--- src/rtl/prmcu_uart_pkg.sv ---
`default_nettype none
// ============================================================================
// Module      : prmcu_uart_pkg
// Description : Types, constants and helpers shared by the prmcu UART paths.
// Revision    : 1.0 - initial release
// ============================================================================
package prmcu_uart_pkg;

    typedef enum logic [2:0] {
        ST_IDLE   = 3'd0,
        ST_START  = 3'd1,
        ST_DATA   = 3'd2,
        ST_PARITY = 3'd3,
        ST_STOP   = 3'd4
    } uart_tx_state_t;

    localparam logic [3:0] UART_MIN_DATA_BITS = 4'd5;
    localparam logic [3:0] UART_MAX_DATA_BITS = 4'd9;

    function automatic logic [3:0] uart_clamp_data_bits(input logic [3:0] n_bits);
        if (n_bits < UART_MIN_DATA_BITS) begin
            return UART_MIN_DATA_BITS;
        end else if (n_bits > UART_MAX_DATA_BITS) begin
            return UART_MAX_DATA_BITS;
        end
        return n_bits;
    endfunction

    function automatic logic [1:0] uart_clamp_stop_bits(input logic [1:0] n_stop);
        return (n_stop == 2'd0) ? 2'd1 : n_stop;
    endfunction

    // Even parity over the first n_bits of dat; also used by the receiver.
    function automatic logic uart_parity(input logic [8:0] dat, input logic [3:0] n_bits);
        logic w_par;
        w_par = 1'b0;
        for (int i = 0; i < 9; i++) begin
            if (i < int'(n_bits)) begin
                w_par = w_par ^ dat[i];
            end
        end
        return w_par;
    endfunction

endpackage
`default_nettype wire

--- src/rtl/prmcu_uart_baud_gen.sv ---
`default_nettype none
// ============================================================================
// Module      : prmcu_uart_baud_gen
// Description : Bit-period divider; bit_tick pulses on the last cycle of a bit.
// Revision    : 1.0 - initial release
// ============================================================================
module prmcu_uart_baud_gen
    import prmcu_uart_pkg::*;
#(
    parameter int CNT_W = 8
) (
    input  logic             clk,
    input  logic             rst,
    input  logic             clear,
    input  logic             enable,
    input  logic [CNT_W-1:0] divider,
    output logic             bit_tick
);

    localparam logic [CNT_W-1:0] c_one = {{(CNT_W-1){1'b0}}, 1'b1};

    logic [CNT_W-1:0] r_cnt;
    logic [CNT_W-1:0] w_last;
    logic             w_wrap;

    // A divider of 0 behaves as 1, so the last count is 0 either way.
    assign w_last   = (divider == '0) ? '0 : (divider - c_one);
    assign w_wrap   = (r_cnt == w_last);
    assign bit_tick = enable & w_wrap;

    always_ff @(posedge clk or posedge rst) begin
        if (rst) begin
            r_cnt <= '0;
        end else if (clear) begin
            r_cnt <= '0;
        end else if (enable) begin
            r_cnt <= w_wrap ? '0 : (r_cnt + c_one);
        end
    end

endmodule
`default_nettype wire

--- src/rtl/prmcu_uart_tx.sv ---
`default_nettype none
// ============================================================================
// Module      : prmcu_uart_tx
// Description : UART transmitter: start, 5-9 data bits LSB first, optional
//               even parity, 1-3 stop bits, valid/ready word input.
// Revision    : 1.0 - initial release
// ============================================================================
module prmcu_uart_tx
    import prmcu_uart_pkg::*;
#(
    parameter int CNT_W = 8
) (
    input  logic             clk,
    input  logic             rst,
    input  logic             uart_en,
    input  logic             tx_en,
    input  logic             n_parity_bits_i,
    input  logic [1:0]       n_stop_bits_i,
    input  logic [3:0]       n_data_bits_i,
    input  logic [CNT_W-1:0] internal_clk_divider_i,
    input  logic [8:0]       in_dat_i,
    input  logic             in_vld_i,
    output logic             in_rdy_o,
    output logic             tx_o,
    output logic             tx_busy_o
);

    uart_tx_state_t   r_state;
    uart_tx_state_t   w_state_next;
    logic [3:0]       r_idx;
    logic [3:0]       w_idx_next;
    logic             r_tx;
    logic             w_tx_next;
    logic             r_rdy;

    // Frame parameters captured at accept; inputs are ignored mid-frame.
    logic [8:0]       r_dat;
    logic [3:0]       r_n_data;
    logic             r_par_en;
    logic [1:0]       r_n_stop;
    logic [CNT_W-1:0] r_div;

    logic             w_accept;
    logic             w_tick;
    logic             w_clear;
    logic [3:0]       w_last_data;
    logic [3:0]       w_last_stop;
    logic [8:0]       w_dat_shift;

    assign in_rdy_o    = r_rdy & uart_en & tx_en;
    assign tx_busy_o   = (r_state != ST_IDLE);
    assign tx_o        = r_tx;
    assign w_accept    = in_vld_i & in_rdy_o;
    assign w_clear     = w_accept | ~uart_en;
    assign w_last_data = r_n_data - 4'd1;
    assign w_last_stop = {2'b00, r_n_stop} - 4'd1;
    assign w_dat_shift = r_dat >> w_idx_next;

    prmcu_uart_baud_gen #(
        .CNT_W (CNT_W)
    ) u_baud_gen (
        .clk      (clk),
        .rst      (rst),
        .clear    (w_clear),
        .enable   (tx_busy_o),
        .divider  (r_div),
        .bit_tick (w_tick)
    );

    always_ff @(posedge clk or posedge rst) begin
        if (rst) begin
            r_state  <= ST_IDLE;
            r_idx    <= '0;
            r_tx     <= 1'b1;
            r_rdy    <= 1'b0;
            r_dat    <= '0;
            r_n_data <= '0;
            r_par_en <= 1'b0;
            r_n_stop <= '0;
            r_div    <= '0;
        end else begin
            r_state <= w_state_next;
            r_idx   <= w_idx_next;
            r_tx    <= w_tx_next;
            r_rdy   <= (w_state_next == ST_IDLE);
            if (w_accept) begin
                r_dat    <= in_dat_i;
                r_n_data <= uart_clamp_data_bits(n_data_bits_i);
                r_par_en <= n_parity_bits_i;
                r_n_stop <= uart_clamp_stop_bits(n_stop_bits_i);
                r_div    <= internal_clk_divider_i;
            end
        end
    end

    always_comb begin
        w_state_next = r_state;
        w_idx_next   = r_idx;
        if (!uart_en) begin
            w_state_next = ST_IDLE;
            w_idx_next   = '0;
        end else begin
            case (r_state)
                ST_IDLE: begin
                    if (w_accept) begin
                        w_state_next = ST_START;
                        w_idx_next   = '0;
                    end
                end
                ST_START: begin
                    if (w_tick) begin
                        w_state_next = ST_DATA;
                        w_idx_next   = '0;
                    end
                end
                ST_DATA: begin
                    if (w_tick) begin
                        if (r_idx == w_last_data) begin
                            w_state_next = r_par_en ? ST_PARITY : ST_STOP;
                            w_idx_next   = '0;
                        end else begin
                            w_idx_next = r_idx + 4'd1;
                        end
                    end
                end
                ST_PARITY: begin
                    if (w_tick) begin
                        w_state_next = ST_STOP;
                        w_idx_next   = '0;
                    end
                end
                ST_STOP: begin
                    if (w_tick) begin
                        if (r_idx == w_last_stop) begin
                            w_state_next = ST_IDLE;
                            w_idx_next   = '0;
                        end else begin
                            w_idx_next = r_idx + 4'd1;
                        end
                    end
                end
                default: begin
                    w_state_next = ST_IDLE;
                    w_idx_next   = '0;
                end
            endcase
        end
    end

    // Line level is decoded from the next state so tx_o comes straight from a flop.
    always_comb begin
        w_tx_next = 1'b1;
        case (w_state_next)
            ST_START:  w_tx_next = 1'b0;
            ST_DATA:   w_tx_next = w_dat_shift[0];
            ST_PARITY: w_tx_next = uart_parity(r_dat, r_n_data);
            default:   w_tx_next = 1'b1;
        endcase
    end

endmodule
`default_nettype wire

--- config.mk ---
export PLATFORM = sky130hd
export DESIGN_NAME = prmcu_uart_tx
export DESIGN_NICKNAME = d
export VERILOG_FILES = /design/src/rtl/prmcu_uart_pkg.sv /design/src/rtl/prmcu_uart_baud_gen.sv /design/src/rtl/prmcu_uart_tx.sv
export SDC_FILE = /design/constraint.sdc
export NUM_CORES = 1
export LEC_CHECK = 0
export ABC_AREA = 1
export CORE_MARGIN = 2
export CORE_UTILIZATION = 61
export DETAILED_ROUTE_END_ITERATION = 12
export MAX_ROUTING_LAYER = met4
export PLACE_DENSITY = 0.82
export SYNTH_ARGS = -nofsm -noshare
export SYNTH_HDL_FRONTEND = slang
export SYNTH_SLANG_ARGS = --single-unit
--- constraint.sdc ---
create_clock -name clk -period 4.5 [get_ports clk]
set_input_delay 0.45 -clock clk [delete_from_list [all_inputs] [get_ports clk]]
set_output_delay 0.45 -clock clk [all_outputs]
set_load 0.05 [all_outputs]
# Word-level counts from Yosys, hierarchy flattened
# Cells that the tools add are included.
[word_totals] register_bits=41 out_inout_bits=3 elab_cells=105
[op_classes] add_sub_neg=5 n_lt_le_gt_ge=11 eq_ne=10 n_shift=1 muxes=47 bitwise_logic=14 n_reduce_logical=7
[ops] op="4-bit two-way mux" n=10
[ops] op="8-bit two-way mux" n=4
[ops] op="3-bit two-way mux" n=9
[ops] op="1-bit two-way mux" n=20
[ops] op="3-bit by 4-bit less-than comparator with 1-bit output, first input constant" n=4
[ops] op="4-bit one-hot mux with 4 select lines" n=1
[ops] op="3-bit one-hot mux with 5 select lines" n=1
[ops] op="3-bit by 2-bit == test with 1-bit output, second input constant" n=4
[ops] op="9-bit by 4-bit right shift with 1-bit output" n=1
[ops] op="8-bit by 1-bit adder with 8-bit output, second input constant" n=1
[ops] op="4-bit == test" n=2
[ops] op="8-bit == test" n=1
[ops] op="8-bit logical NOT" n=1
[ops] op="1-bit by 4-bit less-than comparator with 1-bit output, first input constant" n=2
[ops] op="2-bit by 4-bit less-than comparator with 1-bit output, first input constant" n=2
[ops] op="8-bit by 1-bit subtractor with 8-bit output, second input constant" n=1
[ops] op="1-bit XOR" n=8
[ops] op="3-bit by 1-bit == test with 1-bit output, second input constant" n=2
[ops] op="3-bit logical NOT" n=2
[ops] op="4-bit by 1-bit adder with 4-bit output, second input constant" n=1
[ops] op="1-bit bitwise AND" n=4
[ops] op="4-bit > comparator, second input constant" n=1
[ops] op="4-bit by 3-bit less-than comparator with 1-bit output, second input constant" n=1
[ops] op="4-bit less-than comparator, first input constant" n=1
[ops] op="other kinds (11)" n=11

# Longest topological paths before layout
[logic_depth] depth_word=33 depth_mapped=22 ltp_nobuf=22

# Cells and area by module
# Synthesis repeated with hierarchy kept, for this count alone.
[hier_totals] hier_cells=434 hier_area_um2=2947.8
[modules_own_cells] module="prmcu_uart_tx" instances=1 cells_each=282 area_each_um2=2068.2
[modules_own_cells] module="prmcu_uart_baud_gen" instances=1 cells_each=152 area_each_um2=879.6

# Worst setup path after synthesis
# No wires, ideal clock.
[synth_path] kind="input -> register" start="input port uart_en" end="register r_tx (netlist: tx_o)" setup_ps=60 arrival_ps=2273 t_required_ps=4440 setup_slack_ps=2167 stages=10 path_cell_list="inv_1 > nor2_1 > nand2_1 > clkbuf_1 > o21ai_0 > a21oi_2 > nor2_2 > nand3_1 > o21a_1 > nand2_1"
[synth_via] elab_chain_cells=8
[synth_lines] item="from (decl)" line_no="prmcu_uart_tx.sv:15" text="input logic uart_en,"
[synth_lines] item="1-bit bitwise AND (*) (2 in series)" line_no="prmcu_uart_tx.sv:50" text="assign in_rdy_o = r_rdy & uart_en & tx_en;"
[synth_lines] item="net in_rdy_o" line_no="prmcu_uart_tx.sv:23" text="output logic in_rdy_o,"
[synth_lines] item="1-bit bitwise AND (*)" line_no="prmcu_uart_tx.sv:53" text="assign w_accept = in_vld_i & in_rdy_o;"
[synth_lines] item="3-bit two-way mux (*)" line_no="prmcu_uart_tx.sv:105" text="if (w_accept) begin"
[synth_lines] item="3-bit one-hot mux with 5 select lines (*)" line_no="prmcu_uart_tx.sv:103" text="case (r_state)"
[synth_lines] item="3-bit two-way mux (*)" line_no="prmcu_uart_tx.sv:99" text="if (!uart_en) begin"
[synth_lines] item="net w_state_next[0]" line_no="prmcu_uart_tx.sv:29" text="uart_tx_state_t w_state_next;"
[synth_lines] item="3-bit by 2-bit == test with 1-bit output or 3-bit by 1-bit == test with 1-bit output (tied branches)" line_no="prmcu_uart_tx.sv:153" text="case (w_state_next)"
[synth_lines] item="1-bit one-hot mux with 3 select lines (*)" line_no="prmcu_uart_tx.sv:153"
[synth_lines] item="net w_tx_next" line_no="prmcu_uart_tx.sv:33" text="logic w_tx_next;"
[synth_lines] item="to (signal assigned)" line_no="prmcu_uart_tx.sv:84" text="r_tx <= w_tx_next;"
[synth_lines] item="to (decl)" line_no="prmcu_uart_tx.sv:32" text="logic r_tx;"
# Mark *: on every way through the listed nets, which the timed path passes. The rest lies on a longest branch.
# A chain may end at the register's enable or synchronous reset.

# Final worst setup path
[layout_path] start="input port uart_en" end="register r_tx (netlist: tx_o)"
[layout_via] elab_chain_cells=8
[layout_lines] item="1-bit bitwise AND (2 in series)" line_no="prmcu_uart_tx.sv:50"
[layout_lines] item="1-bit bitwise AND" line_no="prmcu_uart_tx.sv:53"
[layout_lines] item="4-bit two-way mux or 3-bit two-way mux (tied branches)" line_no="prmcu_uart_tx.sv:105"
[layout_lines] item="4-bit one-hot mux with 4 select lines or 3-bit one-hot mux with 5 select lines (tied branches)" line_no="prmcu_uart_tx.sv:103"
[layout_lines] item="4-bit two-way mux or 3-bit two-way mux (tied branches)" line_no="prmcu_uart_tx.sv:99"
[layout_lines] item="9-bit by 4-bit right shift with 1-bit output, or another cell as far along" line_no="prmcu_uart_tx.sv:57" text="assign w_dat_shift = r_dat >> w_idx_next;"
[layout_lines] item="1-bit one-hot mux with 3 select lines (*)" line_no="prmcu_uart_tx.sv:153"
[layout_lines] item="net w_tx_next" line_no="prmcu_uart_tx.sv:33"
# Marks and branches as above.

==> out/results.txt <==
Syn. warnings: 0
Post-Layout Cell Count: 484
status: completed
via count: 2662
DP Area: 3208 sq um
First-pass DRT Iterations: 5
Total Wirelength: 6.408 mm
register area share after synthesis: 0.3622
RR Startpoint: r_n_data[0]$_DFFE_PP0P_
routed vias/inst: 5.500
H-tree depth: 2
Syn Area/Cell: 7.163 sq um
# IOs: 32
Worst setup SP type: primary input
CP endpoint: tx_o$_DFF_PP1_
CP Max Fanout: 39
clk_lat worst skew: 0.30 ns
mapped cell area: 2836 sq um
final period utilization: 0.6481
Die X: 72.19 um
final hold vios: 0
# DRC: 0
worst vdd ir: 0.2770 mV
sequential power share: 0.367
worst slew pin tran: 0.5125 ns
Main synth FF type: dfrtp_1
clock slew at reported path FFs: 0.08 ns
DR WL/cell: 13.24 um
DP HPWL: 4.836 mm
hold buffers post-CTS: 0
#FFs+latches synth: 41
Mapped Cells: 396
top cell type by total area after synthesis: dfrtp_1
Worst Skew: 0.003989 ns
net count after synthesis: 433
most area-consuming cells after synthesis: dfrtp_1 (35%), nand2_1 (15%), inv_1 (7.1%)
Detail Route Antenna Nets: 0
Slew Limit Fails: 0
Worst Hold Class: flop to flop
Place WS: 1.321 ns
root buf cell: clkbuf_8
Leak: 1.602 nW
DR iter-0 viols: 147
power share of the clock group: 0.269
Die Height: 72.19 um
PD cells: 393.0 nW/um^2
R2R Setup Slk: 1.80 ns
share of the synthesized area in the top cell type: 0.3529
fraction of layout cells with a size suffix above 1: 0.09259
Comb power frac: 0.364
crit path DAT: 3.16 ns
Rows: 24
Cell variety after synth: 38
WP data required: 4.75 ns
# nets final: 468
initial antenna violation count: 0
P&R area growth vs syn: 17.82%
EDFF count, synth: 0
Slew HR: 0.6584
ANT cells: 0
crit path from: uart_en
internal power: 0.8271 mW
first-pass GRT wire length: 11.10 mm
post-route setup TNS: 0 ns
fmax: 342.9 MHz
post-CTS setup repair buffer count: 0
CTS tree: done
Setup Viol. Count Final: 0
RR Endpoint: tx_o$_DFF_PP1_
Sw Share: 0.3703
vias in the first global route: 2538
post_cts resized: 0
number of cells on the worst reg-to-reg path: 19
core area: 4414 sq um
GRT Total Usage: 0.2775
CTS Buf Count: 5
minimum clock period: 2.916 ns
total of max-cap violations: 0
worst setup margin: 1.584 ns
Placed Instances: 476
gpl congestion: 0.9377
Die Area: 5211 sq um
RSZ-0062 raised after global routing: false
grt ovf: 0
fin util: 0.7571
IO buf count: 31
final design area excluding fillers: 3342 sq um
CP Capture Type: flop
Initial Utilization: 0.6426
Crit Path Class: primary input to flop
Longest Clk Path Bufs: 2
Psw: 0.4863 mW
largest net degree at the start of global routing: 42
clock sinks: 41
Async SR Flop Fraction: 1.000
==> registers in the layout (all words and copies together) (netlist names) <==
register / count
r_dat: 9
r_div: 8
u_baud_gen.r_cnt: 8
r_idx: 4
r_n_data: 4
r_state: 3
r_n_stop: 2
r_par_en: 1
r_rdy: 1
tx_o: 1
==> Yosys cell counts, drive strengths merged (3+ instances only) <==
master / count
xnor2: 3
o21ai: 32
inv: 56
nand4: 8
nor2: 31
o211ai: 4
nand3: 36
dfrtp: 40
xor2: 14
nor3: 7
nand2: 122
a21oi: 11
clkbuf: 4
ha: 8
o22ai: 7
nand3b: 3
==> layout by cell type (no fill, tap or decap), types with 3 or more instances in the layout <==
cell | Yosys | layout
inv_1 | 54 | 54
o21ai_1 | 3 | 3
clkbuf_8 | 0 | 5
o211ai_1 | 4 | 4
nand3_2 | 3 | 3
nor2_1 | 24 | 24
o21ai_0 | 28 | 28
nor2_2 | 3 | 3
a21oi_2 | 3 | 3
nor2_4 | 4 | 4
a21oi_1 | 7 | 7
nand4_1 | 8 | 8
ha_1 | 8 | 8
nand2_2 | 8 | 8
clkdlybuf4s50_1 | 0 | 31
nor3_1 | 6 | 6
o22ai_1 | 7 | 7
xnor2_1 | 3 | 3
nand3_1 | 32 | 32
dfrtp_1 | 40 | 40
nand3b_1 | 3 | 3
nand2_1 | 113 | 113
xor2_1 | 14 | 14
==> area by class of cell <==
type | instances | area, sq um
multi-input combinational | 294 | 1580
fill | 355 | 1072
sequential | 41 | 1027
timing repair buffer | 33 | 325.3
clock inverter | 3 | 65.06
tap | 52 | 65.06
clock buffer | 5 | 68.82
inverter | 56 | 210.2
==> how the worst min path moves through the flow <==
stage                          from              endpoint  depth (start not counted)
5_1_grt        r_dat[1]$_DFFE_PP0P_  r_dat[1]$_DFFE_PP0P_                          2
6_report       r_dat[5]$_DFFE_PP0P_  r_dat[5]$_DFFE_PP0P_                          2
2_1_floorplan  r_dat[0]$_DFFE_PP0P_  r_dat[0]$_DFFE_PP0P_                          2
3_3_place_gp   r_dat[1]$_DFFE_PP0P_  r_dat[1]$_DFFE_PP0P_                          2
4_1_cts        r_dat[5]$_DFFE_PP0P_  r_dat[5]$_DFFE_PP0P_                          2
3_5_place_dp   r_dat[5]$_DFFE_PP0P_  r_dat[5]$_DFFE_PP0P_                          2
==> critical path: stages <==
cell,delay [ns]
clkdlybuf4s50_1,0.54
inv_1,0.31
nor2_1,0.11
nand2_1,0.32
inv_1,0.07
buf_4,0.25
nor2_1,0.24
nand2_1,0.09
nand2_1,0.20
nand3_2,0.15
nand2_1,0.09
nand2_1,0.05
nand2_1,0.05
nand2_1,0.05
nand2_1,0.05
nand3_1,0.07
nand2_1,0.06
==> metrics by stage <==
stage	power [mW]	hold WS [ns]
4_1_cts	1.315	0.5291
3_3_place_gp	0.9464	0.5090
6_report	1.313	0.5223
5_1_grt	1.396	0.5569
3_5_place_dp	0.9579	0.5096
2_1_floorplan	0.8362	0.4645
==> power groups by stage <==
stage	sequential [mW]	combinational, mW	clock, mW
floorplan	0.477	0.359	0
global placement	0.486	0.461	0
detailed placement	0.488	0.470	0
global route	0.489	0.539	0.369
finish	0.482	0.478	0.353
CTS	0.481	0.476	0.358
==> cells by family after synthesis <==
family          count (synthesis)  share of synthesized area
compound gates                 60                     0.1266
xor+xnor                       17                    0.05249
fa+ha+maj                       8                    0.03529
buf+inv                        61                    0.08072
flops                          41                     0.3622
simple gates                  209                     0.3427
==> per-layer routing <==
| metal | GRT usage | wire length (um) | up-vias |
|---|---|---|---|
| li1 | - | - | 1354 |
| met1 | 0.3723 | 3099 | 1238 |
| met2 | 0.4292 | 2979 | 58 |
| met5 | - | 0 | - |
| met4 | 0.07757 | 89 | 0 |
| met3 | 0.05694 | 239 | 12 |
Note: power is estimated with default switching activity, not from simulation.
